===== config.mk =====
export PLATFORM = sky130hd
export DESIGN_NAME = pipeline_hazard_ctrl_flat
export DESIGN_NICKNAME = d
export VERILOG_FILES = /design/src/rtl/pipeline_hazard_ctrl_if.sv /design/src/rtl/pipeline_hazard_ctrl.sv /design/src/flat_wrapper.sv
export SDC_FILE = /design/constraint.sdc
export NUM_CORES = 1
export LEC_CHECK = 0
export BUFFER_PORTS_ARGS = -buffer_cell sky130_fd_sc_hd__buf_4
export CAP_MARGIN = 20
export CORE_MARGIN = 3
export CORE_UTILIZATION = 46
export DETAILED_ROUTE_END_ITERATION = 10
export PLACE_DENSITY = 0.84
export RECOVER_POWER = 50
export SLEW_MARGIN = 20
export SYNTH_ARGS = -nofsm -noshare
export SYNTH_HDL_FRONTEND = slang
export SYNTH_SLANG_ARGS = --single-unit

===== constraint.sdc =====
create_clock -name clk -period 4.4 [get_ports clk]
set_clock_uncertainty 0.15 [all_clocks]
set_input_delay 0.66 -clock clk [delete_from_list [all_inputs] [get_ports clk]]
set_output_delay 0.66 -clock clk [all_outputs]
set_load 0.005 [all_outputs]

===== src/rtl/pipeline_hazard_ctrl_if.sv =====
// Bundle of pipeline-register observations and hazard-control outputs
// exchanged between the 5-stage pipeline (master) and pipeline_hazard_ctrl (slave).
interface pipeline_hazard_ctrl_if #(
  parameter int unsigned REG_ADDR_W = 5
);
  logic [REG_ADDR_W-1:0] id_rs;
  logic [REG_ADDR_W-1:0] id_rt;
  logic [REG_ADDR_W-1:0] ex_rs;
  logic [REG_ADDR_W-1:0] ex_rt;
  logic                  ex_mem_read;
  logic                  ex_branch_taken;
  logic [REG_ADDR_W-1:0] mem_rt_or_rd;
  logic                  mem_write_reg;
  logic                  mem_access;
  logic                  mem_ready;
  logic [REG_ADDR_W-1:0] wb_rt_or_rd;
  logic                  wb_write_reg;

  logic                  pc_stall;
  logic                  if_id_stall;
  logic                  if_id_flush;
  logic                  id_ex_stall;
  logic                  id_ex_flush;
  logic                  ex_mem_stall;
  logic                  mem_wb_bubble;
  logic [1:0]            fwd_a;
  logic [1:0]            fwd_b;
  logic                  mem_err;

  modport master (
    output id_rs, id_rt, ex_rs, ex_rt, ex_mem_read, ex_branch_taken,
           mem_rt_or_rd, mem_write_reg, mem_access, mem_ready,
           wb_rt_or_rd, wb_write_reg,
    input  pc_stall, if_id_stall, if_id_flush, id_ex_stall, id_ex_flush,
           ex_mem_stall, mem_wb_bubble, fwd_a, fwd_b, mem_err
  );

  modport slave (
    input  id_rs, id_rt, ex_rs, ex_rt, ex_mem_read, ex_branch_taken,
           mem_rt_or_rd, mem_write_reg, mem_access, mem_ready,
           wb_rt_or_rd, wb_write_reg,
    output pc_stall, if_id_stall, if_id_flush, id_ex_stall, id_ex_flush,
           ex_mem_stall, mem_wb_bubble, fwd_a, fwd_b, mem_err
  );
endinterface


===== src/rtl/pipeline_hazard_ctrl.sv =====
// Stall/flush/forward controller for the 5-stage pipeline.
// Sequences multi-cycle data-memory waits (RUN/MEM_WAIT) with a timeout
// that drops the access and pulses mem_err.
// Optional macro HAZARD_PERF_CNT_EN adds saturating stall_cycles/flush_count.
module pipeline_hazard_ctrl #(
  parameter int unsigned REG_ADDR_W  = 5,
  parameter int unsigned MEM_TIMEOUT = 16
`ifdef HAZARD_PERF_CNT_EN
  , parameter int unsigned CNT_W     = 16
`endif
) (
  input  logic                 clk,
  input  logic                 reset,
  pipeline_hazard_ctrl_if.slave hz
`ifdef HAZARD_PERF_CNT_EN
  , output logic [CNT_W-1:0]   stall_cycles,
  output logic [CNT_W-1:0]     flush_count
`endif
);

  localparam int unsigned CW = $clog2(MEM_TIMEOUT) + 1;
  localparam logic [CW-1:0]         CNT_LAST = CW'(MEM_TIMEOUT - 1);
  localparam logic [CW-1:0]         CNT_ONE  = CW'(1);
  localparam logic [REG_ADDR_W-1:0] ZERO_REG = '0;

  typedef enum logic [0:0] {RUN, MEM_WAIT} state_t;

  state_t        state_q, state_d;
  logic [CW-1:0] cnt_q, cnt_d;
  logic          mem_err_q, mem_err_d;

  logic       pc_stall, if_id_stall, if_id_flush, id_ex_stall, id_ex_flush;
  logic       ex_mem_stall, mem_wb_bubble;
  logic [1:0] fwd_a, fwd_b;
  logic       load_use;

  assign load_use = hz.ex_mem_read && (hz.ex_rt != ZERO_REG) &&
                    ((hz.ex_rt == hz.id_rs) || (hz.ex_rt == hz.id_rt));

  // Next-state, wait counter and all combinational control outputs; everything held at 0 during reset.
  always_comb begin
    state_d       = state_q;
    cnt_d         = cnt_q;
    mem_err_d     = 1'b0;
    pc_stall      = 1'b0;
    if_id_stall   = 1'b0;
    if_id_flush   = 1'b0;
    id_ex_stall   = 1'b0;
    id_ex_flush   = 1'b0;
    ex_mem_stall  = 1'b0;
    mem_wb_bubble = 1'b0;
    fwd_a         = 2'b00;
    fwd_b         = 2'b00;
    if (!reset) begin
      // EX/MEM is the younger producer, so it takes precedence over MEM/WB.
      if (hz.mem_write_reg && hz.mem_rt_or_rd != ZERO_REG && hz.mem_rt_or_rd == hz.ex_rs)
        fwd_a = 2'b10;
      else if (hz.wb_write_reg && hz.wb_rt_or_rd != ZERO_REG && hz.wb_rt_or_rd == hz.ex_rs)
        fwd_a = 2'b01;
      if (hz.mem_write_reg && hz.mem_rt_or_rd != ZERO_REG && hz.mem_rt_or_rd == hz.ex_rt)
        fwd_b = 2'b10;
      else if (hz.wb_write_reg && hz.wb_rt_or_rd != ZERO_REG && hz.wb_rt_or_rd == hz.ex_rt)
        fwd_b = 2'b01;

      unique case (state_q)
        RUN: begin
          if (hz.mem_access && !hz.mem_ready) begin
            pc_stall      = 1'b1;
            if_id_stall   = 1'b1;
            id_ex_stall   = 1'b1;
            ex_mem_stall  = 1'b1;
            mem_wb_bubble = 1'b1;
            state_d       = MEM_WAIT;
            cnt_d         = CNT_ONE;
          end else if (hz.ex_branch_taken) begin
            if_id_flush = 1'b1;
            id_ex_flush = 1'b1;
          end else if (load_use) begin
            pc_stall    = 1'b1;
            if_id_stall = 1'b1;
            id_ex_flush = 1'b1;
          end
        end
        MEM_WAIT: begin
          if (hz.mem_ready) begin
            state_d = RUN;
            cnt_d   = '0;
          end else begin
            // The timeout cycle still holds everything; the access is simply abandoned.
            pc_stall      = 1'b1;
            if_id_stall   = 1'b1;
            id_ex_stall   = 1'b1;
            ex_mem_stall  = 1'b1;
            mem_wb_bubble = 1'b1;
            if (cnt_q == CNT_LAST) begin
              state_d   = RUN;
              cnt_d     = '0;
              mem_err_d = 1'b1;
            end else begin
              cnt_d = cnt_q + CNT_ONE;
            end
          end
        end
        default: begin
          state_d = RUN;
          cnt_d   = '0;
        end
      endcase
    end
  end

  // State, wait counter and registered error pulse.
  always_ff @(posedge clk) begin
    if (reset) begin
      state_q   <= RUN;
      cnt_q     <= '0;
      mem_err_q <= 1'b0;
    end else begin
      state_q   <= state_d;
      cnt_q     <= cnt_d;
      mem_err_q <= mem_err_d;
    end
  end

  assign hz.pc_stall      = pc_stall;
  assign hz.if_id_stall   = if_id_stall;
  assign hz.if_id_flush   = if_id_flush;
  assign hz.id_ex_stall   = id_ex_stall;
  assign hz.id_ex_flush   = id_ex_flush;
  assign hz.ex_mem_stall  = ex_mem_stall;
  assign hz.mem_wb_bubble = mem_wb_bubble;
  assign hz.fwd_a         = fwd_a;
  assign hz.fwd_b         = fwd_b;
  assign hz.mem_err       = mem_err_q & ~reset;

`ifdef HAZARD_PERF_CNT_EN
  // Saturating counts of PC-stall cycles and ID/EX flush cycles.
  always_ff @(posedge clk) begin
    if (reset) begin
      stall_cycles <= '0;
      flush_count  <= '0;
    end else begin
      if (pc_stall && stall_cycles != '1)
        stall_cycles <= stall_cycles + CNT_W'(1);
      if (id_ex_flush && flush_count != '1)
        flush_count <= flush_count + CNT_W'(1);
    end
  end
`endif

endmodule

===== src/flat_wrapper.sv =====
// flat-port wrapper written by rule: the top's interface ports become plain ports
module pipeline_hazard_ctrl_flat 
#(
  parameter int unsigned REG_ADDR_W  = 5,
  parameter int unsigned MEM_TIMEOUT = 16

)
  (clk, reset, hz_id_rs, hz_id_rt, hz_ex_rs, hz_ex_rt, hz_ex_mem_read, hz_ex_branch_taken, hz_mem_rt_or_rd, hz_mem_write_reg, hz_mem_access, hz_mem_ready, hz_wb_rt_or_rd, hz_wb_write_reg, hz_pc_stall, hz_if_id_stall, hz_if_id_flush, hz_id_ex_stall, hz_id_ex_flush, hz_ex_mem_stall, hz_mem_wb_bubble, hz_fwd_a, hz_fwd_b, hz_mem_err);
  pipeline_hazard_ctrl_if #(.REG_ADDR_W(REG_ADDR_W)) hz_i ();
  input  logic clk;
  input  logic reset;
  input wire logic [$bits(hz_i.id_rs)-1:0] hz_id_rs;
  input wire logic [$bits(hz_i.id_rt)-1:0] hz_id_rt;
  input wire logic [$bits(hz_i.ex_rs)-1:0] hz_ex_rs;
  input wire logic [$bits(hz_i.ex_rt)-1:0] hz_ex_rt;
  input wire logic [$bits(hz_i.ex_mem_read)-1:0] hz_ex_mem_read;
  input wire logic [$bits(hz_i.ex_branch_taken)-1:0] hz_ex_branch_taken;
  input wire logic [$bits(hz_i.mem_rt_or_rd)-1:0] hz_mem_rt_or_rd;
  input wire logic [$bits(hz_i.mem_write_reg)-1:0] hz_mem_write_reg;
  input wire logic [$bits(hz_i.mem_access)-1:0] hz_mem_access;
  input wire logic [$bits(hz_i.mem_ready)-1:0] hz_mem_ready;
  input wire logic [$bits(hz_i.wb_rt_or_rd)-1:0] hz_wb_rt_or_rd;
  input wire logic [$bits(hz_i.wb_write_reg)-1:0] hz_wb_write_reg;
  output wire logic [$bits(hz_i.pc_stall)-1:0] hz_pc_stall;
  output wire logic [$bits(hz_i.if_id_stall)-1:0] hz_if_id_stall;
  output wire logic [$bits(hz_i.if_id_flush)-1:0] hz_if_id_flush;
  output wire logic [$bits(hz_i.id_ex_stall)-1:0] hz_id_ex_stall;
  output wire logic [$bits(hz_i.id_ex_flush)-1:0] hz_id_ex_flush;
  output wire logic [$bits(hz_i.ex_mem_stall)-1:0] hz_ex_mem_stall;
  output wire logic [$bits(hz_i.mem_wb_bubble)-1:0] hz_mem_wb_bubble;
  output wire logic [$bits(hz_i.fwd_a)-1:0] hz_fwd_a;
  output wire logic [$bits(hz_i.fwd_b)-1:0] hz_fwd_b;
  output wire logic [$bits(hz_i.mem_err)-1:0] hz_mem_err;
  assign hz_i.id_rs = hz_id_rs;
  assign hz_i.id_rt = hz_id_rt;
  assign hz_i.ex_rs = hz_ex_rs;
  assign hz_i.ex_rt = hz_ex_rt;
  assign hz_i.ex_mem_read = hz_ex_mem_read;
  assign hz_i.ex_branch_taken = hz_ex_branch_taken;
  assign hz_i.mem_rt_or_rd = hz_mem_rt_or_rd;
  assign hz_i.mem_write_reg = hz_mem_write_reg;
  assign hz_i.mem_access = hz_mem_access;
  assign hz_i.mem_ready = hz_mem_ready;
  assign hz_i.wb_rt_or_rd = hz_wb_rt_or_rd;
  assign hz_i.wb_write_reg = hz_wb_write_reg;
  assign hz_pc_stall = hz_i.pc_stall;
  assign hz_if_id_stall = hz_i.if_id_stall;
  assign hz_if_id_flush = hz_i.if_id_flush;
  assign hz_id_ex_stall = hz_i.id_ex_stall;
  assign hz_id_ex_flush = hz_i.id_ex_flush;
  assign hz_ex_mem_stall = hz_i.ex_mem_stall;
  assign hz_mem_wb_bubble = hz_i.mem_wb_bubble;
  assign hz_fwd_a = hz_i.fwd_a;
  assign hz_fwd_b = hz_i.fwd_b;
  assign hz_mem_err = hz_i.mem_err;
  pipeline_hazard_ctrl #(.REG_ADDR_W(REG_ADDR_W), .MEM_TIMEOUT(MEM_TIMEOUT)) u_core (.clk(clk), .reset(reset), .hz(hz_i));
endmodule

==> impl.org <==
** Clock tree
- Clock slew at the register clock pins of the worst setup and hold paths :: roughly 0.05 ns
- Number of H-tree levels :: 1
- Once the clock tree was built, the resizer swapped 0 gates to a different size.
- Clk_lat worst skew :: roughly 0.25 ns
- Number of sinks on the clock net :: 7
- CTS placed an instance of clkbuf_4 at the clock tree root.
- The clock passes through at most 2 buffers.
- Buffers inserted to repair hold after CTS numbered 0.
- CTS tree :: yes
- Once the clock tree was built, the setup fixing pass inserted 0 buffers.
- TritonCTS Buffers :: 3

** Yosys
- Total nets after synthesis :: 146
- Number of standard cells after synthesis :: 107
- After synthesis, flip-flops and latches occupy about 17% of the total area.
- Averaged over all synthesized cells, the footprint is approximately 7.8 sq um.
- The Yosys step of the flow raised 0 warnings.
- Number of synthesized register bits :: 7
- In this run, distinct cell masters in the synthesized netlist total 32.
- Top-area cell type share of the netlist area :: between 20% and 30%
- Cell taking the most area after synthesis :: xor2_1
- The mapped netlist covers around 830 sq um.
- Cells taking the most area after synthesis :: xor2_1 (21%), dfxtp_1 (17%), xnor2_1 (11%), or4_1 (4.5%), o21ai_0 (3.6%)

** Worst setup path
- The worst setup path is captured at a primary output.
- The setup path with the least slack is of type primary input to primary output.
- In this run the worst path has a maximum fanout of 4.
- CP Buf/Inv Count :: 2
- Cell with the most instances on the worst path :: buf_4
- Cell with the biggest individual delay on the critical path :: or4_1
- Critical-path cell list :: buf_4, or4_1, o21ai_2, nor3_1, nor4_2, buf_4
- For this run, the slowest stage of the critical path takes ~0.54 ns.
- Crit path arrival time :: between 2 and 2.5 ns
- Critical Path Start Type :: primary input
- At the worst endpoint, the required time is between 3 and 4 ns.
- Family of cells with the greatest summed delay on the critical path :: simple AND/OR/NAND/NOR gates

** Placed design
- Placed inst area :: 0.00117 sq mm
- Timing analysis after detailed placement gives a worst setup slack of 1.50 ns.
- Port buffer count :: 49
- Routability congestion estimate :: around 0.80
- DP HPWL :: between 2 and 2.5 mm

** Drt
- Residual DRC count :: 0
- Number of vias per cell after detailed routing :: between 5 and 6
- Once detail routing completed, the nets flagged for antenna violations numbered 0.
- Wires add up to ~2.4 mm.
- In this run, the number of DRC markers left after iteration 0 of detailed routing was 19.
- The first TritonRoute pass finished after 4 iterations.
- Wirelength per Cell :: roughly 14 um
- Across all layers, the routed design uses between 900 and 1,000 vias.

** STA
- Final-report hold violation count :: 0
- FMAX :: 344 MHz
- Setup total negative slack :: 0 ns
- Setup violations remaining at the end of the flow were counted as 0.
- The final-report max-slew violation count is 0.
- Setup repair after global routing left no endpoint under its margin.
- Dividing the final minimum period by the clock period gives between 60% and 70%.
- Setup WS post-layout :: between 1 and 1.5 ns
- Clock period minus final worst setup slack :: slightly below 3 ns
- Headroom to the max-slew limit came out at between 60% and 70%.
- For the pin with the worst max-slew slack, the measured transition is 0.561 ns.

** Layout
- Relative to the synthesized area, the layout overhead comes to 43.2%.
- Final standard cell area without fillers :: approximately 0.0012 sq mm
- The final layout contains 189 nets.
- The multi-input combinational cells in the finished layout cover a total of around 630 sq um.
- Seq. cell area :: approximately 140 sq um
- Share of cells above drive strength 1 :: a little over a third
- At the end of the flow the core is filled with cells to 74.7%.
- Fillcell total :: between 100 and 150
- Antenna diode count :: 0

** Floorplan
- Area of the core :: approximately 0.0016 sq mm
- Pin placement for this block handled 50 I/O pins.
- Die ar. :: between 0.002 and 0.0025 sq mm
- Initial cell density of the core :: 52.2%
- Die span in y :: 48.5 um
- In this run the horizontal extent of the chip is just under 50 um.
- After floorplanning, the core was divided into 14 placement rows.

** GRT
- The number of antenna violations at the first check in global routing is 0.
- Global routing finished with a remaining overflow of 0.
- Via count of the first global-routing pass :: ~970
- For this run, the total global-route usage over all layers was measured as 21.9%.
- Global-route wire length before repair :: 4.08 mm
- Pin count of the biggest net entering global routing :: 11

** Run status
- The flow ran to the end, and the final reports show no timing, DRC or antenna violations.

** Hold path
- In this run the worst hold path is classified as flop to flop.

** Run
- Number of max-cap violations :: 0

** Pwr
- Reported leakage power :: between 0.5 and 0.6 nW
- Maximum VDD drop :: about 0.00017 V
- Cell Pwr Density :: ~170 mW/mm^2
[final cells by class]
cell class              count  area share [%]
well taps                  24            2.52
repair buffers             49            30.3
flip-flops and latches      7            11.8
multi-input cells          87            52.6
clock buffers               4            2.21
inverters                   2           0.630
[routing by layer]
| metal | vias up | share of wire (%) | GRT usage (%) |
|---|---|---|---|
| met5 | - | 0 | 0 |
| met4 | 0 | 3.5 | 11.4 |
| met3 | 11 | 8.0 | 7.06 |
| met2 | 50 | 50 | 40.1 |
| met1 | 416 | 38 | 21.9 |
| li1 | 456 | - | - |
[path summary, 6_finish.rpt]
path / end / cells past startpoint / startpoint / slack [ns]
worst max-delay path: hz_fwd_a[0] / 6 / hz_mem_rt_or_rd[0] / 1.49
worst min-delay path: u_core.mem_err_q / 1 / u_core.cnt_q[4] / 0.33
worst max register to register: u_core.cnt_q[3] / 4 / u_core.state_q / 2.75
worst min register to register: u_core.mem_err_q / 1 / u_core.cnt_q[4] / 0.33
[sequential cells by signal, indices dropped and copies added, names as in the netlist]
| signal | count |
|---|---|
| u_core.cnt_q | 5 |
| u_core.mem_err_q | 1 |
| u_core.state_q | 1 |
[Yosys cell counts]
cell type and instances:
inv_1 2, ha_1 1, nor4_1 2, dfxtp_1 7, a31oi_1 1, nand2_1 2, nand3_1 4, nor3b_1 3
a211oi_1 2, nor2_1 5, o21bai_1 1, xnor2_1 10, nor3_1 5, o21ai_0 6, and2_1 1, nor2b_1 3
o31ai_1 1, buf_2 1, nand2b_1 2, o21ai_1 1, nor4_2 2, a21oi_1 3, a22oi_1 1, or3b_2 1
xor2_1 20, and4b_1 1, buf_4 4, or4_1 5, o211ai_1 2, clkbuf_1 6, a22o_1 1, o21ai_2 1
[worst reg2reg max path, stage by stage (launching register included)]
cell	delay, ns
dfxtp_1	0.47
or3b_2	0.55
nor3b_1	0.20
o21ai_0	0.09
o31ai_1	0.09
[through the flow]
| stage | hold WS, ns | power, mW | cells |
|---|---|---|---|
| 6_report | 0.329 | 0.208 | 173 |
| 3_3_place_gp | 0.293 | 0.149 | 169 |
| 4_1_cts | 0.321 | 0.212 | 173 |
| 5_1_grt | 0.355 | 0.224 | 173 |
| 2_1_floorplan | 0.257 | 0.110 | 107 |
| 3_5_place_dp | 0.285 | 0.152 | 169 |
[kinds of logic after synthesis]
| family | Yosys count | synth area share (%) |
|---|---|---|
| DFF | 7 | 16.8 |
| buffers and inverters | 13 | 7.82 |
| adders and majority gates | 1 | 1.50 |
| xor gates and xnor gates | 30 | 31.6 |
| and+or+nand+nor | 36 | 27.1 |
| AOI/OAI and AO/OA | 20 | 15.2 |
[power by group]
| group | switching, mW | internal [mW] | total, mW |
|---|---|---|---|
| logic | 0.0380 | 0.0456 | 0.0836 |
| registers | 0.00182 | 0.0648 | 0.0666 |
| clock network | 0.0234 | 0.0346 | 0.0580 |
| total | 0.0632 | 0.145 | 0.208 |
[cells in the final DEF (no fill, tap or decap), types with 4 or more instances in the layout]
cell type	count
nor3_1	5
o21ai_0	6
clkbuf_4	5
xor2_1	20
dfxtp_1	7
buf_4	45
nand3_1	4
or4_1	5
nor2_1	5
xnor2_1	10
Note: power is estimated with default switching activity, not from simulation.
